File: config.mk
export PLATFORM = sky130hd
export DESIGN_NAME = host_config_sequencer_flat
export DESIGN_NICKNAME = d
export VERILOG_FILES = /design/src/rtl/host_config_sequencer_pkg.sv /design/src/rtl/host_config_sequencer_if.sv /design/src/rtl/host_cfg_fifo.sv /design/src/rtl/host_config_sequencer.sv /design/src/flat_wrapper.sv
export SDC_FILE = /design/constraint.sdc
export NUM_CORES = 1
export LEC_CHECK = 0
export CAP_MARGIN = 20
export CORE_AREA = 10 10 140 142
export DETAILED_ROUTE_END_ITERATION = 8
export DIE_AREA = 0 0 150 152
export SLEW_MARGIN = 20
export SYNTH_ARGS = -nofsm -noshare
export SYNTH_HDL_FRONTEND = slang
export SYNTH_SLANG_ARGS = --single-unit
File: constraint.sdc
create_clock -name clk -period 3.6 [get_ports clk]
set_input_delay 0.72 -clock clk [delete_from_list [all_inputs] [get_ports clk]]
set_output_delay 0.72 -clock clk [all_outputs]
set_load 0.02 [all_outputs]
File: src/rtl/host_config_sequencer_pkg.sv
// Shared widths and sequencer state encoding for the host configuration path.
package host_config_sequencer_pkg;

  localparam int unsigned H_C_W = 32;

  typedef enum logic [1:0] {
    ST_IDLE  = 2'd0,
    ST_ISSUE = 2'd1,
    ST_WAIT  = 2'd2
  } seq_state_t;

endpackage

File: src/rtl/host_config_sequencer_if.sv
// Host-side valid/ready push channel feeding the configuration word queue.
interface host_config_sequencer_if #(
  parameter int unsigned CFG_W = host_config_sequencer_pkg::H_C_W
);
  logic             cfg_valid;
  logic             cfg_ready;
  logic [CFG_W-1:0] cfg_data;

  modport master (output cfg_valid, output cfg_data, input cfg_ready);
  modport slave  (input cfg_valid, input cfg_data, output cfg_ready);
endinterface

File: src/rtl/host_cfg_fifo.sv
// Register-array synchronous FIFO with combinational head; pointers wrap on the
// power-of-two depth.
module host_cfg_fifo #(
  parameter  int unsigned W     = 32,
  parameter  int unsigned DEPTH = 4,
  localparam int unsigned PW    = $clog2(DEPTH),
  localparam int unsigned CW    = $clog2(DEPTH + 1)
) (
  input  logic          clk,
  input  logic          rst,
  input  logic          push,
  input  logic          pop,
  input  logic [W-1:0]  din,
  output logic [W-1:0]  head,
  output logic [CW-1:0] count,
  output logic          full,
  output logic          empty
);

  logic [W-1:0]  mem [DEPTH];
  logic [PW-1:0] wr_ptr;
  logic [PW-1:0] rd_ptr;
  logic          do_push;
  logic          do_pop;

  assign full    = (count == CW'(DEPTH));
  assign empty   = (count == '0);
  assign do_push = push && !full;
  assign do_pop  = pop && !empty;
  assign head    = mem[rd_ptr];

  always_ff @(posedge clk) begin
    if (do_push) begin
      mem[wr_ptr] <= din;
    end
  end

  always_ff @(posedge clk) begin
    if (rst) begin
      wr_ptr <= '0;
      rd_ptr <= '0;
      count  <= '0;
    end else begin
      if (do_push) begin
        wr_ptr <= wr_ptr + PW'(1);
      end
      if (do_pop) begin
        rd_ptr <= rd_ptr + PW'(1);
      end
      case ({do_push, do_pop})
        2'b10:   count <= count + CW'(1);
        2'b01:   count <= count - CW'(1);
        default: count <= count;
      endcase
    end
  end

endmodule

File: src/rtl/host_config_sequencer.sv
// Queues host configuration words and issues them one at a time, holding each
// on host_config until SPM and every LSU have reported completion.
module host_config_sequencer
  import host_config_sequencer_pkg::*;
#(
  parameter  int unsigned CFG_W   = H_C_W,
  parameter  int unsigned DEPTH   = 4,
  parameter  int unsigned NUM_LSU = 4,
  localparam int unsigned QW      = $clog2(DEPTH + 1)
) (
  input  logic                    clk,
  input  logic                    rst,
  host_config_sequencer_if.slave  cfg,
  input  logic                    start,
  output logic [CFG_W-1:0]        host_config,
  output logic                    cfg_issue,
  input  logic [NUM_LSU-1:0]      lsu_done,
  input  logic                    spm_done,
  output logic                    busy,
  output logic                    seq_done,
  output logic [QW-1:0]           q_count
);

  seq_state_t       state;
  logic [NUM_LSU:0] done_mask;
  logic [NUM_LSU:0] done_now;
  logic [CFG_W-1:0] head;
  logic             push;
  logic             pop;
  logic             full;
  logic             empty;

  assign push          = cfg.cfg_valid && !full;
  assign pop           = (state == ST_ISSUE);
  assign cfg.cfg_ready = !full;
  assign busy          = (state != ST_IDLE);
  assign done_now      = done_mask | {spm_done, lsu_done};

  host_cfg_fifo #(
    .W     (CFG_W),
    .DEPTH (DEPTH)
  ) u_fifo (
    .clk   (clk),
    .rst   (rst),
    .push  (push),
    .pop   (pop),
    .din   (cfg.cfg_data),
    .head  (head),
    .count (q_count),
    .full  (full),
    .empty (empty)
  );

  always_ff @(posedge clk) begin
    if (rst) begin
      state       <= ST_IDLE;
      host_config <= '0;
      cfg_issue   <= 1'b0;
      seq_done    <= 1'b0;
      done_mask   <= '0;
    end else begin
      cfg_issue <= 1'b0;
      seq_done  <= 1'b0;
      case (state)
        ST_IDLE: begin
          if (start && !empty) begin
            state <= ST_ISSUE;
          end
        end
        ST_ISSUE: begin
          host_config <= head;
          cfg_issue   <= 1'b1;
          done_mask   <= '0;
          state       <= ST_WAIT;
        end
        ST_WAIT: begin
          done_mask <= done_now;
          if (&done_now) begin
            // a word pushed on this same edge still keeps the sequence running
            if (!empty || push) begin
              state <= ST_ISSUE;
            end else begin
              state    <= ST_IDLE;
              seq_done <= 1'b1;
            end
          end
        end
        default: state <= ST_IDLE;
      endcase
    end
  end

endmodule
File: src/flat_wrapper.sv
// flat-port wrapper written by rule: the top's interface ports become plain ports
module host_config_sequencer_flat import host_config_sequencer_pkg::*;
#(
  parameter  int unsigned CFG_W   = H_C_W,
  parameter  int unsigned DEPTH   = 4,
  parameter  int unsigned NUM_LSU = 4,
  localparam int unsigned QW      = $clog2(DEPTH + 1)
)
  (clk, rst, start, host_config, cfg_issue, lsu_done, spm_done, busy, seq_done, q_count, cfg_cfg_valid, cfg_cfg_data, cfg_cfg_ready);
  host_config_sequencer_if #(.CFG_W(CFG_W)) cfg_i ();
  input  logic clk;
  input  logic rst;
  input  logic start;
  output logic [CFG_W-1:0] host_config;
  output logic cfg_issue;
  input  logic [NUM_LSU-1:0] lsu_done;
  input  logic spm_done;
  output logic busy;
  output logic seq_done;
  output logic [QW-1:0] q_count;
  input wire logic [$bits(cfg_i.cfg_valid)-1:0] cfg_cfg_valid;
  input wire logic [$bits(cfg_i.cfg_data)-1:0] cfg_cfg_data;
  output wire logic [$bits(cfg_i.cfg_ready)-1:0] cfg_cfg_ready;
  assign cfg_i.cfg_valid = cfg_cfg_valid;
  assign cfg_i.cfg_data = cfg_cfg_data;
  assign cfg_cfg_ready = cfg_i.cfg_ready;
  host_config_sequencer #(.CFG_W(CFG_W), .DEPTH(DEPTH), .NUM_LSU(NUM_LSU)) u_core (.clk(clk), .rst(rst), .cfg(cfg_i), .start(start), .host_config(host_config), .cfg_issue(cfg_issue), .lsu_done(lsu_done), .spm_done(spm_done), .busy(busy), .seq_done(seq_done), .q_count(q_count));
endmodule
==> Word-level counts from Yosys, hierarchy flattened <==
Memory sizes are Yosys's and may differ from the RTL's. A register that Yosys moved wholly into a read port is not among the register bits.
Cells that the tools add are included.
{ "op_classes": {"n_addsub": 4, "n_eq_ne": 7, "mux": 10, "bitwise": 3, "reduce_logical": 15} }
{ "op_table": {"columns": ["cell", "count"], "rows": [
  ["5-bit one-hot mux with 2 select lines", 1],
  ["2-bit one-hot mux with 3 select lines", 1],
  ["3-bit one-hot mux with 2 select lines", 1],
  ["2-bit nonzero test", 3],
  ["1-bit 2-to-1 mux", 5],
  ["5-bit OR", 1],
  ["5-bit AND reduction", 1],
  ["2-bit by 1-bit adder with 2-bit output, second input constant", 2],
  ["2-bit by 1-bit == test with 1-bit output, second input constant", 2],
  ["2-bit == test, second input constant", 2],
  ["1-bit logical AND", 4],
  ["2-bit 2-to-1 mux", 2],
  ["2-bit by 1-bit inequality test with 1-bit output, second input constant", 2],
  ["3-bit by 1-bit adder with 3-bit output, second input constant", 1],
  ["3-bit == test, second input constant", 1],
  ["3-bit logical NOT", 1],
  ["3-bit OR reduction", 1],
  ["3-bit by 1-bit subtractor with 3-bit output, second input constant", 1],
  ["1-bit logical NOT", 2],
  ["2-bit logical NOT", 1],
  ["1-bit inverter", 2],
  ["2-bit AND reduction", 1],
  ["1-bit logical OR", 1]
]} }
{ "word_totals": {"ff_bits": 16, "ram_bits": 128, "inputBits": 41, "elab_cells": 47, "memories": 1} }
{ "mem_list": {"columns": ["name", "depth", "word_bits", "read_ports", "rd_clocked_by_memory_dff", "wr", "line_no", "text"], "rows": [
  ["u_core.u_fifo.mem", 4, 32, 1, 1, 1, "host_cfg_fifo.sv:20", "logic [W-1:0] mem [DEPTH];"]
]} }

==> Logic depth before layout (Yosys ltp) <==
Gate-level depths: netlist (run 1).
{ "depth": {"depth_word": 7, "mapped_depth": 10, "depth_no_buf": 9} }

==> By module <==
Synthesis (run 1) repeated with hierarchy kept, for this count alone.
{ "hier_totals": {"hier_cells": 372, "hier_area_um2": 6695.2} }
{ "modules_own_cells": {"columns": ["mod", "instances", "cells_each", "area_each_um2"], "rows": [
  ["host_cfg_fifo", 1, 221, 5146.2],
  ["host_config_sequencer", 1, 151, 1549.0]
]} }

==> Worst setup path after synthesis (run 1) <==
OpenSTA, ideal clock, no wires.
{ "synth_path": {"kind": "reg-to-reg", "start": "reg u_core.u_fifo.count[2]", "end": "reg u_core.u_fifo.count[2]", "arrival_ns": 2.403, "t_required_ns": 3.529, "path_slack_ns": 1.126, "stages_incl_launch_ff": 10, "period_less_slack_ns": 2.474, "cell_sequence": "dfxtp_1 > or3b_1 > and2_4 > inv_1 > ha_1 > inv_1 > fa_1 > xor2_1 > or3_1 > a21oi_1"} }
{ "synth_between": {"elab_chain_cells": 6} }
{ "synth_lines": {"columns": ["item", "line_no", "text"], "rows": [
  ["from (decl)", "host_cfg_fifo.sv:15", "output logic [CW-1:0] count,"],
  ["from (signal assigned)", "host_cfg_fifo.sv:51", "2'b10: count <= count + CW'(1);"],
  ["from (signal assigned)", "host_cfg_fifo.sv:52", "2'b01: count <= count - CW'(1);"],
  ["from (signal assigned)", "host_cfg_fifo.sv:53", "default: count <= count;"],
  ["3-bit == test *", "host_cfg_fifo.sv:26", "assign full = (count == CW'(DEPTH));"],
  ["1-bit logical NOT *", null, null],
  ["named net cfg_cfg_ready", "flat_wrapper.sv:23", "output wire logic [$bits(cfg_i.cfg_ready)-1:0] cfg_cfg_ready;"],
  ["1-bit logical AND", "host_config_sequencer.sv:33", "assign push = cfg.cfg_valid && !full;"],
  ["1-bit logical AND *", "host_cfg_fifo.sv:28", "assign do_push = push && !full;"],
  ["2-bit by 1-bit == test with 1-bit output / 2-bit == test (equally long branches)", "host_cfg_fifo.sv:50", "case ({do_push, do_pop})"],
  ["3-bit one-hot mux with 2 select lines / 2-bit nonzero test (equally long branches)", null, null]
]} }
The timed path passes the listed nets; every way through them passes the cells marked *.
A chain may end at the register's enable or synchronous reset.

==> Final worst setup path (run 1) <==
{ "layout_path": {"start": "reg u_core.u_fifo.count[2]", "end": "out cfg_cfg_ready"} }
{ "layout_between": {"elab_chain_cells": 2} }
{ "layout_lines": {"columns": ["item", "line_no", "text"], "rows": [
  ["3-bit == test", "host_cfg_fifo.sv:26", null],
  ["1-bit logical NOT", "host_config_sequencer.sv:35", "assign cfg.cfg_ready = !full;"],
  ["to (decl)", "flat_wrapper.sv:23", null]
]} }
Every way passes these cells.

==> results of run 1 <==
## power by group
part | internal, mW | switching [mW]
registers | 2.42 | 0.125
clock network | 0.994 | 0.745
logic | 0.579 | 0.578
total | 3.99 | 1.45
## routing by layer
metal / track usage (%) / wire [um] / share of wire (%)
met5: 0 / 0 / 0
met1: 13.4 / 5280 / 42
met2: 19.2 / 6400 / 51
met3: 3.12 / 528 / 4.2
met4: 4.86 / 240 / 1.9
## registers in the layout, indices dropped and copies added, names as in the netlist
name / count
u_core.done_mask: 5
u_core.seq_done: 1
u_core.u_fifo.mem: 128
u_core.state: 2
u_core.u_fifo.count: 3
u_core.u_fifo.wr_ptr: 2
u_core.u_fifo.rd_ptr: 2
u_core.host_config: 32
u_core.cfg_issue: 1
## worst max-delay path: cells and delay by family, from the launching register on
family	cells	cell delay, ns
buffers and inverters	1	0.58
DFF	1	0.38
and+or+nand+nor	1	0.45
## layout make-up
cell class	count	area (sq um)	share of cell area [%]
clock buffers	21	460	5.65
clock inverters	11	105	1.29
repair buffers	83	816	10.0
multi-input cells	159	1640	20.2
well taps	225	282	3.45
inverters	10	37.5	0.460
flip-flops and latches	176	4810	59.0
## per-stage QoR
step,setup WS (ns),instances,util (%),instance area (sq um)
CTS,1.03,685,48.1,8150
global placement,0.865,653,44.8,7590
floorplan,1.13,362,-,6610
global route,0.981,685,48.1,8150
detailed placement,0.798,653,44.8,7590
finish,1.05,685,48.1,8150
## Yosys cell counts, types with 4 or more instances
master,number
inv_1,10
mux4_2,28
ha_1,9
mux4_1,4
and3_1,4
edfxtp_1,128
a21oi_1,7
mux2i_1,33
nor2_1,46
dfxtp_1,48
clkbuf_1,7
## cells by family (layout without fill, tap and decap cells)
| family | after synthesis | in the layout | share of synthesized area, % |
|---|---|---|---|
| AO/OA/AOI/OAI | 16 | 16 | 1.51 |
| XOR/XNOR | 5 | 5 | 0.662 |
| AND/OR/NAND/NOR | 62 | 62 | 4.22 |
| multiplexers | 66 | 66 | 16.3 |
| adder cells (fa/ha/maj) | 10 | 10 | 2.01 |
| flip-flops | 176 | 176 | 72.6 |
| buffers and inverters | 27 | 125 | 2.61 |
## layout by cell type, fill, tap and decap left out, types with 3 or more instances in the layout
| master | synthesis | final |
|---|---|---|
| xor2_1 | 3 | 3 |
| clkbuf_16 | 0 | 17 |
| edfxtp_1 | 128 | 128 |
| inv_1 | 10 | 10 |
| a21oi_2 | 3 | 3 |
| ha_1 | 9 | 8 |
| dfxtp_1 | 48 | 46 |
| buf_4 | 3 | 4 |
| a21oi_1 | 7 | 7 |
| mux4_1 | 4 | 4 |
| clkinvlp_4 | 0 | 3 |
| mux4_2 | 28 | 28 |
| clkdlybuf4s50_1 | 0 | 78 |
| nor2_1 | 46 | 46 |
| and3_2 | 0 | 4 |
| mux2i_1 | 33 | 33 |
## final timing paths
| path | from | endpoint | slack [ns] | cells past startpoint |
|---|---|---|---|---|
| max | u_core.u_fifo.count[2] | cfg_cfg_ready | 1.05 | 2 |
| min | u_core.done_mask[4] | u_core.done_mask[4] | 0.47 | 2 |
| max reg2reg | u_core.u_fifo.count[2] | u_core.u_fifo.count[2] | 1.18 | 9 |
| min reg2reg | u_core.done_mask[4] | u_core.done_mask[4] | 0.47 | 2 |
==> flow_summary.yaml, run 1 <==
sta:
  clock.fmax_ghz: 0.392
  slew-limit-headroom_pct: 38.2
  layout_min_cycle_time_ns: 2.55
  hold_viol_final: 0
  worst_slew_pin_slew_ns: 0.927
  totalNegativeSetupSlack_ns: 0
  finalSetupViolations: 0
  fin_skew_ns: 0.00998
  report.final.slew_viol_count: 0
  holdWs_ns: 0.475
  rsz0062_at_grt: "false"
  finalCritPeriodShare_pct: 70.8
layout:
  areaGrowthSynthToFinish_pct: 23.3
  nNetsFinal: 498
  nFillCells: 1461
  antenna_cells: 0
  layout-drive-gt1-share_pct: 16.5
floorplanning:
  die_w_um: 150
  dieArea_sq_um: 22800
  core.rowCount: 48
  ioPinCount: 80
  start_util_pct: 39.1
  core_sq_um: 16900
  dieHeight_um: 152
synthesis:
  synth_cell_types: 34
  yosys-top-cells-area: "edfxtp_1 58%, dfxtp_1 15%, mux4_2 9.5%"
  async_reset_ff_share_pct: 0
  synth_edf_count: 128
  syn_area_sq_um: 6610
  synthesis.nets: 413
  synth-seq-area-share_pct: 72.6
  synth_top_cell_by_area: "edfxtp_1"
  synth-seq-cells: 176
  synth_flop_cell: "edfxtp_1"
  synth_top_cell_area_share_pct: 58.1
  synth_area_per_cell_sq_um: 18.3
  yosys_warnings: 0
  synthCells: 362
job:
  drv_cap: 0
cts:
  cts_hold_buf: 0
  clk_pin_slew_ns: 0.06
  clock-sinks: 176
  clock-root-buffer: "clkbuf_16"
  ctsResizeCount: 0
  cts_buffers: 17
  postCtsSetupRepairBufs: 0
  worstSkewPairLatency_ns: 0.42
  ctsLongestPathBuffers: 2
  cts_tree: "yes"
  h-tree-depth: 4
setup_path:
  end_kind: "output pin"
  cpPeakStageDelay_ns: 0.58
  worstPathRequired_ns: 2.88
  worst_setup_path_start_kind: "flop"
  cp_cell_sequence: "or3b_1 > clkdlybuf4s50_1"
  arrival_ns: 1.83
  cp_slowest_cell: "clkdlybuf4s50_1"
  critPathMaxFanout: 6
  worstSetupPathType: "reg2out"
outcome:
  status: "finished clean"
global_route:
  track_usage_pct: 11.4
  grt_pass1_vias: 3510
  grt_pass1_wl_mm: 19.7
  gr-total-overflow: 0
  grt_max_degree: 35
  antenna_found_initial: 0
detailed_routing:
  routed_wl_mm: 12.4
  drc: 0
  drt_iter0_markers: 140
  firstDrtPassIters: 4
  vias: 3282
  post_drt_wl_per_cell_um: 18.2
  viasPerCell: 4.79
  antenna_left: 0
power:
  power_mw: 5.44
  leakage_nw: 2.70
  powerDensity_nw_per_um2: 667
  ir_drop_mv: 0.346
worst_hold_path:
  hold_path.class: "reg2reg"
placed_design:
  place.gp.congestion: 0.710
  place_hpwl_mm: 7.92
  port_buffers: 79
Note: power is estimated with default switching activity, not from simulation.
==> run 2, diff against run 1 <==
- clock period: 3.6 -> 2.4 ns (I/O delays scaled with it)
==> run 2 against run 1 <==
  * Clock power rose by 48%
  * Utilization grew 0.72 points
  * Setup slack got worse by 0.94 ns
  * Hold slack hardly changed
  * Register-to-register slack got worse by 1.1 ns
  * Non-clock buffer count grew 12
  * Critical endpoint is now u_core.u_fifo.count[2]
  * Largest cell class unchanged
  * Design area is 1.5% higher
==> flow_summary.yaml, run 2 (synthesized netlist as in run 1, its figures left out) <==
global_route:
  track_usage_pct: 12.0
  gr-total-overflow: 0
  antenna_found_initial: 0
  grt_max_degree: 35
  grt_pass1_wl_mm: 20.7
  grt_pass1_vias: 3662
floorplanning:
  dieHeight_um: 152
  start_util_pct: 39.1
  ioPinCount: 80
  die_w_um: 150
  core_sq_um: 16900
  dieArea_sq_um: 22800
  core.rowCount: 48
power:
  p_clk_share_pct: 31.5
  combPwrFrac_pct: 22.3
  powerDensity_nw_per_um2: 990
  ir_drop_mv: 0.474
  leakage_nw: 2.77
  share_seq_of_total_power_pct: 46.2
  p_sw_share_pct: 27.0
  power.switching_mw: 2.21
  p_int_mw: 5.98
detailed_routing:
  wl_met3_um: 552
  drt_iter0_markers: 208
  viasPerCell: 4.86
  post_drt_wl_per_cell_um: 18.8
  met1_length_mm: 5.58
  dr.max_layer_used: "met4"
  antenna_left: 0
  wl_met2_mm: 6.80
  drc: 0
  routed_wl_mm: 13.1
  firstDrtPassIters: 4
  vias: 3385
layout:
  nFillCells: 1457
  final_cell_mix: "128 x edfxtp_1, 77 x clkdlybuf4s50_1, 46 x nor2_1"
  layout-drive-gt1-share_pct: 19.7
  top_regs: "u_core.u_fifo.mem (128), u_core.host_config (32), u_core.done_mask (5)"
  antenna_cells: 0
  largest_reg_flops: 128
  layout_commonest_cell: "edfxtp_1"
  areaGrowthSynthToFinish_pct: 25.1
  final_util_pct: 48.8
  nNetsFinal: 510
  regMostFlops: "u_core.u_fifo.mem"
setup_path:
  arrival_ns: 2.64
  critPathMaxFanout: 5
  rr_worst_depth: 9
  worstPathRequired_ns: 2.75
  end_kind: "flop"
  crit_start: "u_core.u_fifo.count[2]"
  worstReg2RegStart: "u_core.u_fifo.count[2]"
  worst_setup_path_start_kind: "flop"
  worstSetupPathType: "reg2reg"
sta:
  hold_viol_final: 0
  report.final.slew_viol_count: 0
  worst_slew_pin_slew_ns: 0.668
  slew-limit-headroom_pct: 55.4
  finalSetupViolations: 0
  clock.fmax_ghz: 0.436
  finalCritPeriodShare_pct: 95.6
  fin_ws_ns: 0.105
  layout_min_cycle_time_ns: 2.29
  rsz0062_at_grt: "true"
  fin_skew_ns: 0.00748
worst_hold_path:
  worstHoldStart: "u_core.done_mask[4]"
  whs_path_depth: 2
  hold_path.class: "reg2reg"
cts:
  cts_hold_buf: 0
  clk_pin_slew_ns: 0.07
  h-tree-depth: 4
  worstSkewPairLatency_ns: 0.42
  ctsLongestPathBuffers: 2
  cts_buffers: 17
  clock-sinks: 176
  cts_tree: "yes"
  clock-root-buffer: "clkbuf_16"
placed_design:
  place_hpwl_mm: 8.17
  port_buffers: 79
  place_worst_setup_slack_ns: -0.0115
  place.gp.congestion: 0.695
job:
  drv_cap: 0
outcome:
  status: "finished clean"
run 2: timing repair:
action	in CTS	in global routing
buffers inserted	0	1
gates resized for setup	0	6
setup endpoints to repair	0	2
run 2: area by class of cell:
| type | count | area, sq um | share of cell area [%] |
|---|---|---|---|
| multi-input cells | 159 | 1650 | 19.9 |
| inverters | 10 | 37.5 | 0.454 |
| well taps | 225 | 282 | 3.40 |
| clock buffers | 19 | 443 | 5.35 |
| flip-flops and latches | 176 | 4810 | 58.2 |
| clock inverters | 12 | 114 | 1.38 |
| repair buffers | 95 | 933 | 11.3 |
run 2: routing by layer:
layer | track usage, % | vias up
met5 | 0 | -
met4 | 4.44 | 0
met3 | 3.68 | 16
met2 | 19.7 | 61
met1 | 14.4 | 1738
li1 | - | 1570
run 2: path summary, 6_finish.rpt:
path                            end  slack, ns
max          u_core.u_fifo.count[2]       0.11
min             u_core.done_mask[4]       0.47
max reg2reg  u_core.u_fifo.count[2]       0.11
min reg2reg     u_core.done_mask[4]       0.47
run 2: through the flow:
step / std cells / power, mW / hold WS [ns] / setup TNS [ns] / area [sq um]
after global placement: 664 / 5.66 / 0.457 / 0 / 7700
after floorplan: 362 / 5.07 / 0.437 / 0 / 6620
after CTS: 695 / 8.31 / 0.478 / 0 / 8250
final: 696 / 8.19 / 0.475 / 0 / 8270
after detailed placement: 664 / 5.71 / 0.464 / -0.0115 / 7700
after global routing: 696 / 8.62 / 0.519 / -0.0199 / 8270
run 2: power by group through the flow:
| stage | clock network [mW] | logic [mW] | registers (mW) |
|---|---|---|---|
| floorplan | 0 | 1.10 | 3.97 |
| global placement | 0 | 1.83 | 3.83 |
| detailed placement | 0 | 1.87 | 3.85 |
| CTS | 2.65 | 1.87 | 3.79 |
| global route | 2.79 | 2.00 | 3.83 |
| finish | 2.58 | 1.83 | 3.79 |
run 2: critical path, stage by stage (launching register included):
cell and delay, ns:
dfxtp_4 0.37, or3b_4 0.39, and2_4 0.17, inv_1 0.07, ha_1 0.16, inv_1 0.06, fa_1 0.37, xor2_1 0.17
or3_1 0.33, a21oi_2 0.14
